<file path="config.mk">
export PLATFORM = sky130hd
export DESIGN_NAME = led_share_arbiter_flat
export DESIGN_NICKNAME = d
export VERILOG_FILES = /design/src/rtl/led_share_arbiter_pkg.sv /design/src/rtl/led_share_arbiter_if.sv /design/src/rtl/led_share_arbiter_rr_pick.sv /design/src/rtl/led_share_arbiter.sv /design/src/flat_wrapper.sv
export SDC_FILE = /design/constraint.sdc
export NUM_CORES = 1
export LEC_CHECK = 0
export BUFFER_PORTS_ARGS = -buffer_cell sky130_fd_sc_hd__buf_2
export CAP_MARGIN = 20
export CORE_ASPECT_RATIO = 1.1
export CORE_MARGIN = 1.5
export CORE_UTILIZATION = 25
export CTS_CLUSTER_SIZE = 14
export DETAILED_ROUTE_END_ITERATION = 7
export GPL_ROUTABILITY_DRIVEN = 0
export HOLD_SLACK_MARGIN = 0.02
export PLACE_DENSITY = 0.39
export SYNTH_ARGS = -nofsm -noshare
export SYNTH_HDL_FRONTEND = slang
export SYNTH_SLANG_ARGS = --single-unit
</file>
<file path="constraint.sdc">
create_clock -name clk -period 2.4 [get_ports clk]
set_clock_uncertainty 0.1 [all_clocks]
set_input_delay 0.48 -clock clk [delete_from_list [all_inputs] [get_ports clk]]
set_output_delay 0.48 -clock clk [all_outputs]
set_load 0.01 [all_outputs]
</file>
<file path="src/rtl/led_share_arbiter_pkg.sv">
// Shared types and helpers for the LED bank arbiter.
package led_share_pkg;

    // Arbiter top-level state.
    typedef enum logic {
        IDLE  = 1'b0,
        GRANT = 1'b1
    } state_t;

    // All LEDs dark on an active-low bank; callers slice to their bank width.
    localparam logic [31:0] LED_OFF = '1;

    // One-hot vector with bit idx set; callers truncate to their requester count (max 8).
    function automatic logic [7:0] onehot(input int unsigned idx);
        logic [7:0] v;
        v = 8'd1 << idx;
        return v;
    endfunction

endpackage

</file>
<file path="src/rtl/led_share_arbiter_if.sv">
// Requester-side bus of the LED arbiter: requests and patterns in, ownership and pins out.
interface led_share_arbiter_if #(
    parameter int N_REQ = 4,
    parameter int LED_W = 6
);
    logic [N_REQ-1:0]       req;
    logic [N_REQ*LED_W-1:0] req_data;
    logic [N_REQ-1:0]       grant;
    logic                   busy;
    logic [LED_W-1:0]       led;

    modport master (output req, output req_data, input grant, input busy, input led);
    modport slave  (input req, input req_data, output grant, output busy, output led);
endinterface

</file>
<file path="src/rtl/led_share_arbiter_rr_pick.sv">
// Combinational round-robin picker: first set request after 'last', wrapping around.
module rr_pick
    import led_share_pkg::*;
#(
    parameter int N_REQ = 4,
    localparam int IDX_W = $clog2(N_REQ)
) (
    input  logic [N_REQ-1:0] req,
    input  logic [IDX_W-1:0] last,
    output logic [N_REQ-1:0] winner,
    output logic [IDX_W-1:0] winner_idx,
    output logic             any
);

    // Search last+1, last+2, ... so the previous owner is considered last.
    always_comb begin
        winner_idx = '0;
        any        = 1'b0;
        for (int k = 1; k <= N_REQ; k++) begin
            logic [IDX_W-1:0] idx;
            idx = IDX_W'((int'(last) + k) % N_REQ);
            if (!any && req[idx]) begin
                any        = 1'b1;
                winner_idx = idx;
            end
        end
        winner = N_REQ'(onehot(int'(winner_idx)));
    end

endmodule

</file>
<file path="src/rtl/led_share_arbiter.sv">
// Round-robin owner of the shared active-low LED bank with a minimum display time per grant.
module led_share_arbiter
    import led_share_pkg::*;
#(
    parameter int N_REQ       = 4,
    parameter int LED_W       = 6,
    parameter int HOLD_CYCLES = 2_700_000,
    parameter int CNT_W       = 24
) (
    input  logic            clk,
    input  logic            rst,
    led_share_arbiter_if.slave bus
);

    localparam int IDX_W = $clog2(N_REQ);
    localparam logic [CNT_W-1:0] HOLD_LAST = CNT_W'(HOLD_CYCLES - 1);

    state_t           state;
    logic [CNT_W-1:0] hold_cnt;
    logic [IDX_W-1:0] last;
    logic [N_REQ-1:0] grant_q;
    logic [LED_W-1:0] led_q;

    logic [N_REQ-1:0] pick_oh;
    logic [IDX_W-1:0] pick_idx;
    logic             pick_any;
    logic             owner_req;
    logic             others;
    logic             expired;
    logic [LED_W-1:0] owner_data;

    rr_pick #(.N_REQ(N_REQ)) u_pick (
        .req        (bus.req),
        .last       (last),
        .winner     (pick_oh),
        .winner_idx (pick_idx),
        .any        (pick_any)
    );

    // While granted, 'last' is the current owner, so grant_q masks it out of "others".
    assign owner_req  = bus.req[last];
    assign owner_data = bus.req_data[int'(last)*LED_W +: LED_W];
    assign others     = |(bus.req & ~grant_q);
    assign expired    = (hold_cnt == HOLD_LAST);

    // Arbitration state, hold timer and registered LED drive.
    always_ff @(posedge clk or posedge rst) begin
        if (rst) begin
            state    <= IDLE;
            grant_q  <= '0;
            hold_cnt <= '0;
            last     <= IDX_W'(N_REQ - 1);
            led_q    <= LED_OFF[LED_W-1:0];
        end else begin
            case (state)
                IDLE: begin
                    if (pick_any) begin
                        state    <= GRANT;
                        grant_q  <= pick_oh;
                        hold_cnt <= '0;
                        last     <= pick_idx;
                    end
                end
                GRANT: begin
                    // Live pattern while the owner requests; frozen otherwise.
                    if (owner_req) begin
                        led_q <= ~owner_data;
                    end
                    if (expired) begin
                        if (others) begin
                            grant_q  <= pick_oh;
                            hold_cnt <= '0;
                            last     <= pick_idx;
                        end else if (!owner_req) begin
                            state   <= IDLE;
                            grant_q <= '0;
                            led_q   <= LED_OFF[LED_W-1:0];
                        end
                    end else begin
                        hold_cnt <= hold_cnt + 1'b1;
                    end
                end
                default: begin
                    state   <= IDLE;
                    grant_q <= '0;
                end
            endcase
        end
    end

    assign bus.grant = grant_q;
    assign bus.busy  = |grant_q;
    assign bus.led   = led_q;

endmodule

</file>
<file path="src/flat_wrapper.sv">
// flat-port wrapper written by rule: the top's interface ports become plain ports
module led_share_arbiter_flat import led_share_pkg::*;
#(
    parameter int N_REQ       = 4,
    parameter int LED_W       = 6,
    parameter int HOLD_CYCLES = 2_700_000,
    parameter int CNT_W       = 24
)
  (clk, rst, bus_req, bus_req_data, bus_grant, bus_busy, bus_led);
  led_share_arbiter_if #(.N_REQ(N_REQ), .LED_W(LED_W)) bus_i ();
  input  logic clk;
  input  logic rst;
  input wire logic [$bits(bus_i.req)-1:0] bus_req;
  input wire logic [$bits(bus_i.req_data)-1:0] bus_req_data;
  output wire logic [$bits(bus_i.grant)-1:0] bus_grant;
  output wire logic [$bits(bus_i.busy)-1:0] bus_busy;
  output wire logic [$bits(bus_i.led)-1:0] bus_led;
  assign bus_i.req = bus_req;
  assign bus_i.req_data = bus_req_data;
  assign bus_grant = bus_i.grant;
  assign bus_busy = bus_i.busy;
  assign bus_led = bus_i.led;
  led_share_arbiter #(.N_REQ(N_REQ), .LED_W(LED_W), .HOLD_CYCLES(HOLD_CYCLES), .CNT_W(CNT_W)) u_core (.clk(clk), .rst(rst), .bus(bus_i));
endmodule
</file>
==> impl_metrics.py, run 1 <==
metrics = {
    "run_status": {
        "status": "finished, final reports clean",
    },
    "logic_synthesis": {
        "synth_seq_cells": 37,
        "yosys.cell_count.top_type": "dfrtp_1",
        "synth_common_cells": "dfrtp_1, nand2_1, o21ai_0, nand3_1, o211ai_1",
        "synth_top_cell_by_area": "dfrtp_1",
        "ys_warn_count": 0,
        "avgSynthCellArea_um2": 9.94,
        "ys_seq_area_share_pct": 40.2,
        "synth_cell_types": 55,
        "synthTopCellsByArea": "dfrtp_1, dfstp_2, mux4_2",
        "synthFlopType": "dfrtp_1",
        "synthCells": 234,
        "synth_fp_nets": 265,
        "synth_edf_count": 0,
        "yosys.area.top_type_share_pct": 31.2,
        "mappedNetlistArea_um2": 2330,
        "synthArstFlopShare_pct": 100,
    },
    "placed_design": {
        "dp_cells": 404,
        "dp_hpwl_um": 4760,
        "portBuffers": 40,
    },
    "detailed_routing": {
        "wl_per_cell_um": 15.3,
        "postRouteAntennaNets": 0,
        "routed_via_density": 5.01,
        "dr.pass1.iters": 4,
        "vias": 2064,
        "drt-total-wl_um": 6290,
        "drt-initial-drc-count": 73,
        "post-route-drc-count": 0,
    },
    "setup_path": {
        "rr_endpoint": "u_core.bus.grant[1]",
        "critPathCaptureType": "flip-flop",
        "worstPathArrival_ps": 2370,
        "crit_path_max_fanout": 4,
        "criticalPathCategory": "flip-flop to flip-flop",
        "startpoint_type": "flip-flop",
        "reg2reg_slack_ps": 110,
        "reg2reg_depth": 5,
        "reg2reg_from": "u_core.last[0]",
        "startpoint": "u_core.last[0]",
        "crit_required_ps": 2480,
    },
    "layout": {
        "area_growth_pct": 25.3,
        "seq_area_um2": 936,
        "fin_util_pct": 32.5,
        "n_antenna_cell": 0,
        "nFillCells": 917,
        "drive_above_1_share_pct": 32.9,
        "fin_cells": 412,
        "multi_input_area_um2": 1320,
        "fin_nets": 328,
    },
    "timing": {
        "finalSetupTns_ps": 0,
        "final_hold_viol_count": 0,
        "final.min_clock_period_ps": 2290,
        "slew-limit-headroom_pct": 31.5,
        "rsz0062_at_grt": "false",
        "maxSlewViolCount": 0,
        "period_share_pct": 95.6,
        "fmaxAchievable_mhz": 436,
        "tightest_slew_ps": 1010,
        "setup_viol": 0,
    },
    "power": {
        "switching_share_pct": 31.4,
        "finalPower_w": 0.00164,
        "power.density_nw_per_um2": 561,
        "p_switching_w": 0.000514,
        "p_comb_share_pct": 21.7,
        "seq_power_share_pct": 51.6,
        "intPower_w": 0.00112,
        "ir_worst_vdd_v": 0.000224,
        "leakagePower_nw": 1.16,
        "p_clk_share_pct": 26.7,
    },
    "clocking": {
        "root_buffer": "clkbuf_8",
        "cts_buffers": 5,
        "cts_hold_buf": 0,
        "cts_resized": 0,
        "clock_path_buffers": 2,
        "cts_setup_buffers": 0,
        "clk_latency_ps": 290,
        "cts_tree": "done",
        "ctsHtreeMaxLevel": 2,
        "path_clk_slew_ps": 70,
        "clock_sinks": 37,
    },
    "grt": {
        "grt_pass1_vias": 2120,
        "antenna_found_initial": 0,
        "grt_use_total_pct": 13.7,
        "grt_max_degree": 38,
        "grt-ovfl-total": 0,
        "grt_pass1_wl_um": 10700,
    },
    "min_path": {
        "hp-class": "input port to async pin",
    },
    "floorplanning": {
        "die_h_um": 104,
        "die-area_um2": 9890,
        "pin_count": 41,
        "start_util_pct": 25.9,
        "die_x_um": 95.0,
        "core-area_um2": 8960,
        "rows": 36,
    },
    "flow_run": {
        "drv_cap": 0,
    },
}
==> layer usage <==
| layer | track usage [%] | part of all wire [%] | vias up |
|---|---|---|---|
| li1 | - | - | 1022 |
| met1 | 17.6 | 47 | 1005 |
| met2 | 23.1 | 50 | 32 |
| met3 | 2.19 | 2.2 | 5 |
| met4 | 4.37 | 1.3 | 0 |
| met5 | 0 | 0 | - |
==> power by group through the flow <==
stage | clock network [W] | registers [W] | logic, W
after floorplan | 0 | 0.000843 | 0.000225
after global placement | 0 | 0.000857 | 0.000362
after detailed placement | 0 | 0.000853 | 0.000364
after CTS | 0.000453 | 0.000843 | 0.000364
after global routing | 0.000467 | 0.000863 | 0.000402
final | 0.000437 | 0.000844 | 0.000356
==> state kept, by name (all words and copies together) (netlist names) <==
register / flops
u_core.bus.grant: 4
u_core.bus.led: 6
u_core.hold_cnt: 24
u_core.last: 2
u_core.state: 1
==> critical path: stages, from the launching register on <==
cell and delay, ps:
dfstp_2 560, mux4_2 550, buf_4 170, a311oi_2 280
buf_4 200, mux2_1 320
==> logic make-up (layout without fill, tap and decap cells) <==
group	count (synthesis)	after routing	synth area share, %
multiplexers	13	13	9.63
AO/OA/AOI/OAI	65	65	19.8
adder cells (fa/ha/maj)	1	1	0.538
flip-flops	37	37	40.2
buffers and inverters	15	79	3.28
AND/OR/NAND/NOR	102	102	26.1
XOR/XNOR	1	1	0.377
==> area by class of cell <==
class	instances	area share, %
clock buffers	8	2.75
well taps	114	4.89
flip-flops and latches	37	32.1
multi-input cells	182	45.2
inverters	5	0.644
repair buffers	66	14.4
==> cell usage in the layout, fill, tap and decap left out, types with 3 or more instances in the layout <==
cell type	instances
nor3_1	9
or3_1	7
a21oi_1	8
clkbuf_1	3
nor2_1	9
buf_4	24
o31ai_1	3
nor2b_1	6
nand3_1	12
nor3b_1	3
nand2_1	22
dfrtp_1	29
nor4b_1	3
and4_1	3
o211ai_1	11
a21o_1	4
and2_1	3
clkbuf_8	5
dfstp_2	8
inv_1	5
mux2_1	5
o21ai_0	21
nand4_1	7
mux4_2	7
buf_2	40
==> through the flow <==
stage	setup WS (ps)	area, um^2	hold slack, ps
after floorplan	283	2330	344
after global placement	45.0	2830	361
after detailed placement	71.7	2830	370
after CTS	89.3	2910	223
after global routing	18.9	2920	241
final	106	2920	193
==> worst max-delay path by stage <==
| stage | slack, ps | endpoint | cells past startpoint |
|---|---|---|---|
| 3_5_place_dp | 70 | u_core.hold_cnt[2] | 7 |
| 5_1_grt | 20 | u_core.bus.grant[1] | 7 |
| 2_1_floorplan | 280 | u_core.bus.grant[0] | 6 |
| 3_3_place_gp | 50 | u_core.hold_cnt[0] | 6 |
| 6_report | 110 | u_core.bus.grant[1] | 5 |
| 4_1_cts | 90 | u_core.hold_cnt[17] | 8 |
Note: power is estimated with default switching activity, not from simulation.
==> run 2, diff against run 1 <==
--- a/config.mk
+++ b/config.mk
@@ -5,6 +5,7 @@
 export SDC_FILE = /design/constraint.sdc
 export NUM_CORES = 1
 export LEC_CHECK = 0
+export ABC_AREA = 1
 export BUFFER_PORTS_ARGS = -buffer_cell sky130_fd_sc_hd__buf_2
 export CAP_MARGIN = 20
 export CORE_ASPECT_RATIO = 1.1
@@ -14,7 +15,7 @@
 export DETAILED_ROUTE_END_ITERATION = 7
 export GPL_ROUTABILITY_DRIVEN = 0
 export HOLD_SLACK_MARGIN = 0.02
-export PLACE_DENSITY = 0.39
+export PLACE_DENSITY = 0.38
 export SYNTH_ARGS = -nofsm -noshare
 export SYNTH_HDL_FRONTEND = slang
 export SYNTH_SLANG_ARGS = --single-unit
==> run 2 against run 1 <==
Against the previous run: setup slack gained 190 ps; sequential power grew 4.3%; critical path depth grew 4; final cell count grew 43%; clock power grew 48%; area after synthesis grew 17%; critical path type unchanged.
==> impl_metrics.py, run 2 <==
metrics = {
    "layout": {
        "nFillCells": 1154,
        "fin_util_pct": 30.8,
        "drive_above_1_share_pct": 20.5,
        "seq_area_um2": 936,
        "final_common_cell": "nand2_1",
        "regMostFlops": "u_core.hold_cnt",
        "fin_nets": 478,
        "multi_input_area_um2": 1550,
        "n_antenna_cell": 0,
        "largest_register_ffs": 24,
        "final_cell_mix": "nand2_1, inv_1, buf_2, nand3_1, nor2_1",
        "area_growth_pct": 19.1,
    },
    "timing": {
        "setup_viol": 0,
        "final_hold_viol_count": 0,
        "period_share_pct": 87.6,
        "fin_ws_ps": 297,
        "slew-limit-headroom_pct": 67.7,
        "maxSlewViolCount": 0,
        "final.min_clock_period_ps": 2100,
        "fmaxAchievable_mhz": 476,
        "tightest_slew_ps": 484,
        "rsz0062_at_grt": "false",
        "finalSetupTns_ps": 0,
    },
    "detailed_routing": {
        "dr.pass1.iters": 4,
        "postRouteAntennaNets": 0,
        "post-route-drc-count": 0,
        "wl_per_cell_um": 13.4,
        "drt-initial-drc-count": 88,
        "vias": 2674,
        "drt-total-wl_um": 7910,
        "routed_via_density": 4.52,
    },
    "logic_synthesis": {
        "avgSynthCellArea_um2": 6.76,
        "synth_edf_count": 0,
        "synth_fp_nets": 433,
        "yosys.area.top_type_share_pct": 26.7,
        "mappedNetlistArea_um2": 2720,
        "synthTopCellsByArea": "dfrtp_1, nand2_1, dfstp_2",
        "synthCells": 402,
        "synth_seq_cells": 37,
        "synth_cell_types": 32,
        "synth_top_cell_by_area": "dfrtp_1",
        "ys_warn_count": 0,
        "synthArstFlopShare_pct": 100,
        "ys_seq_area_share_pct": 34.5,
        "synth_common_cells": "nand2_1, inv_1, nand3_1, nor2_1, dfrtp_1",
        "yosys.cell_count.top_type": "nand2_1",
        "synthFlopType": "dfrtp_1",
    },
    "min_path": {
        "hp-class": "input port to async pin",
    },
    "placed_design": {
        "place_ws_ps": 318,
        "portBuffers": 40,
        "dp_hpwl_um": 6120,
    },
    "floorplanning": {
        "die-area_um2": 11500,
        "start_util_pct": 25.9,
        "rows": 39,
        "core-area_um2": 10500,
        "pin_count": 41,
        "die_x_um": 102,
        "die_h_um": 112,
    },
    "clocking": {
        "cts_tree": "done",
        "cts_hold_buf": 0,
        "cts_setup_buffers": 0,
        "clock_path_buffers": 2,
        "clock_sinks": 37,
        "cts_resized": 0,
        "cts_buffers": 5,
        "root_buffer": "clkbuf_16",
        "clk_latency_ps": 290,
        "path_clk_slew_ps": 60,
        "ctsHtreeMaxLevel": 2,
    },
    "setup_path": {
        "worstPathArrival_ps": 2220,
        "criticalPathCategory": "flip-flop to flip-flop",
        "crit_path_max_fanout": 11,
        "critPathCaptureType": "flip-flop",
        "crit_required_ps": 2520,
        "startpoint_type": "flip-flop",
    },
    "power": {
        "power.density_nw_per_um2": 669,
        "ir_worst_vdd_v": 0.000347,
        "leakagePower_nw": 1.52,
        "finalPower_w": 0.00217,
    },
    "grt": {
        "grt_pass1_wl_um": 13000,
        "grt_use_total_pct": 14.5,
        "antenna_found_initial": 0,
        "grt-ovfl-total": 0,
        "grt_max_degree": 38,
        "grt_pass1_vias": 2613,
    },
    "flow_run": {
        "drv_cap": 0,
    },
    "run_status": {
        "status": "finished, final reports clean",
    },
}
[run 2: final timing paths]
kind | slack (ps) | from | depth (start not counted) | end
min in group clk | 430 | u_core.bus.grant[0] | 2 | u_core.bus.grant[0]
setup reg to reg | 300 | u_core.hold_cnt[0] | 9 | u_core.bus.grant[3]
max in group asynchronous | 1630 | rst | 3 | u_core.last[0]
hold reg to reg | 430 | u_core.bus.grant[0] | 2 | u_core.bus.grant[0]
hold / removal | 200 | rst | 3 | u_core.hold_cnt[22]
setup / recovery | 300 | u_core.hold_cnt[0] | 9 | u_core.bus.grant[3]
[run 2: worst max-delay path, cell delays in order (launching register included)]
cell and delay [ps]:
dfrtp_1 400, ha_1 210, nand3_1 210, nor3_1 240, nand3_1 150, nand2_2 240, nand3_2 180, nor2_1 170
nand2_1 80, nand2_1 60
[run 2: power by group]
group	total (W)	switching [W]	internal [W]
Sequential	0.000880	0.000119	0.000761
Clock	0.000647	0.000266	0.000381
Combinational	0.000640	0.000397	0.000242
[run 2: through the flow]
stage,hold WS [ps],instance area [um^2],instances
5_1_grt,266,3240,591
3_3_place_gp,410,3090,583
4_1_cts,231,3240,591
6_report,197,3240,591
2_1_floorplan,387,2720,402
3_5_place_dp,415,3090,583
[run 2: routing by layer]
metal  GRT usage, %  share of wire, %  vias to the layer above
li1               -                 -                     1410
met1           18.7                47                     1199
met2           24.8                47                       56
met3           2.24               4.3                        9
met4           4.02               1.1                        0
met5              0                 0                        -
[run 2: cell families after synthesis]
logic type                 after synthesis  share of synthesized area [%]
buffers and inverters                   54                           8.43
and+or+nand+nor                        262                           44.5
DFF                                     37                           34.5
adders and majority gates                1                          0.461
AOI/OAI and AO/OA                       42                           10.2
xor gates and xnor gates                 6                           1.93
[run 2: layout make-up]
cell class	count	share of cell area, %
Timing Repair Buffer	47	7.81
Multi-Input combinational cell	311	48.0
Clock inverter	3	0.541
Sequential cell	37	28.9
Inverter	45	5.38
Tap cell	143	5.53
Clock buffer	5	3.87
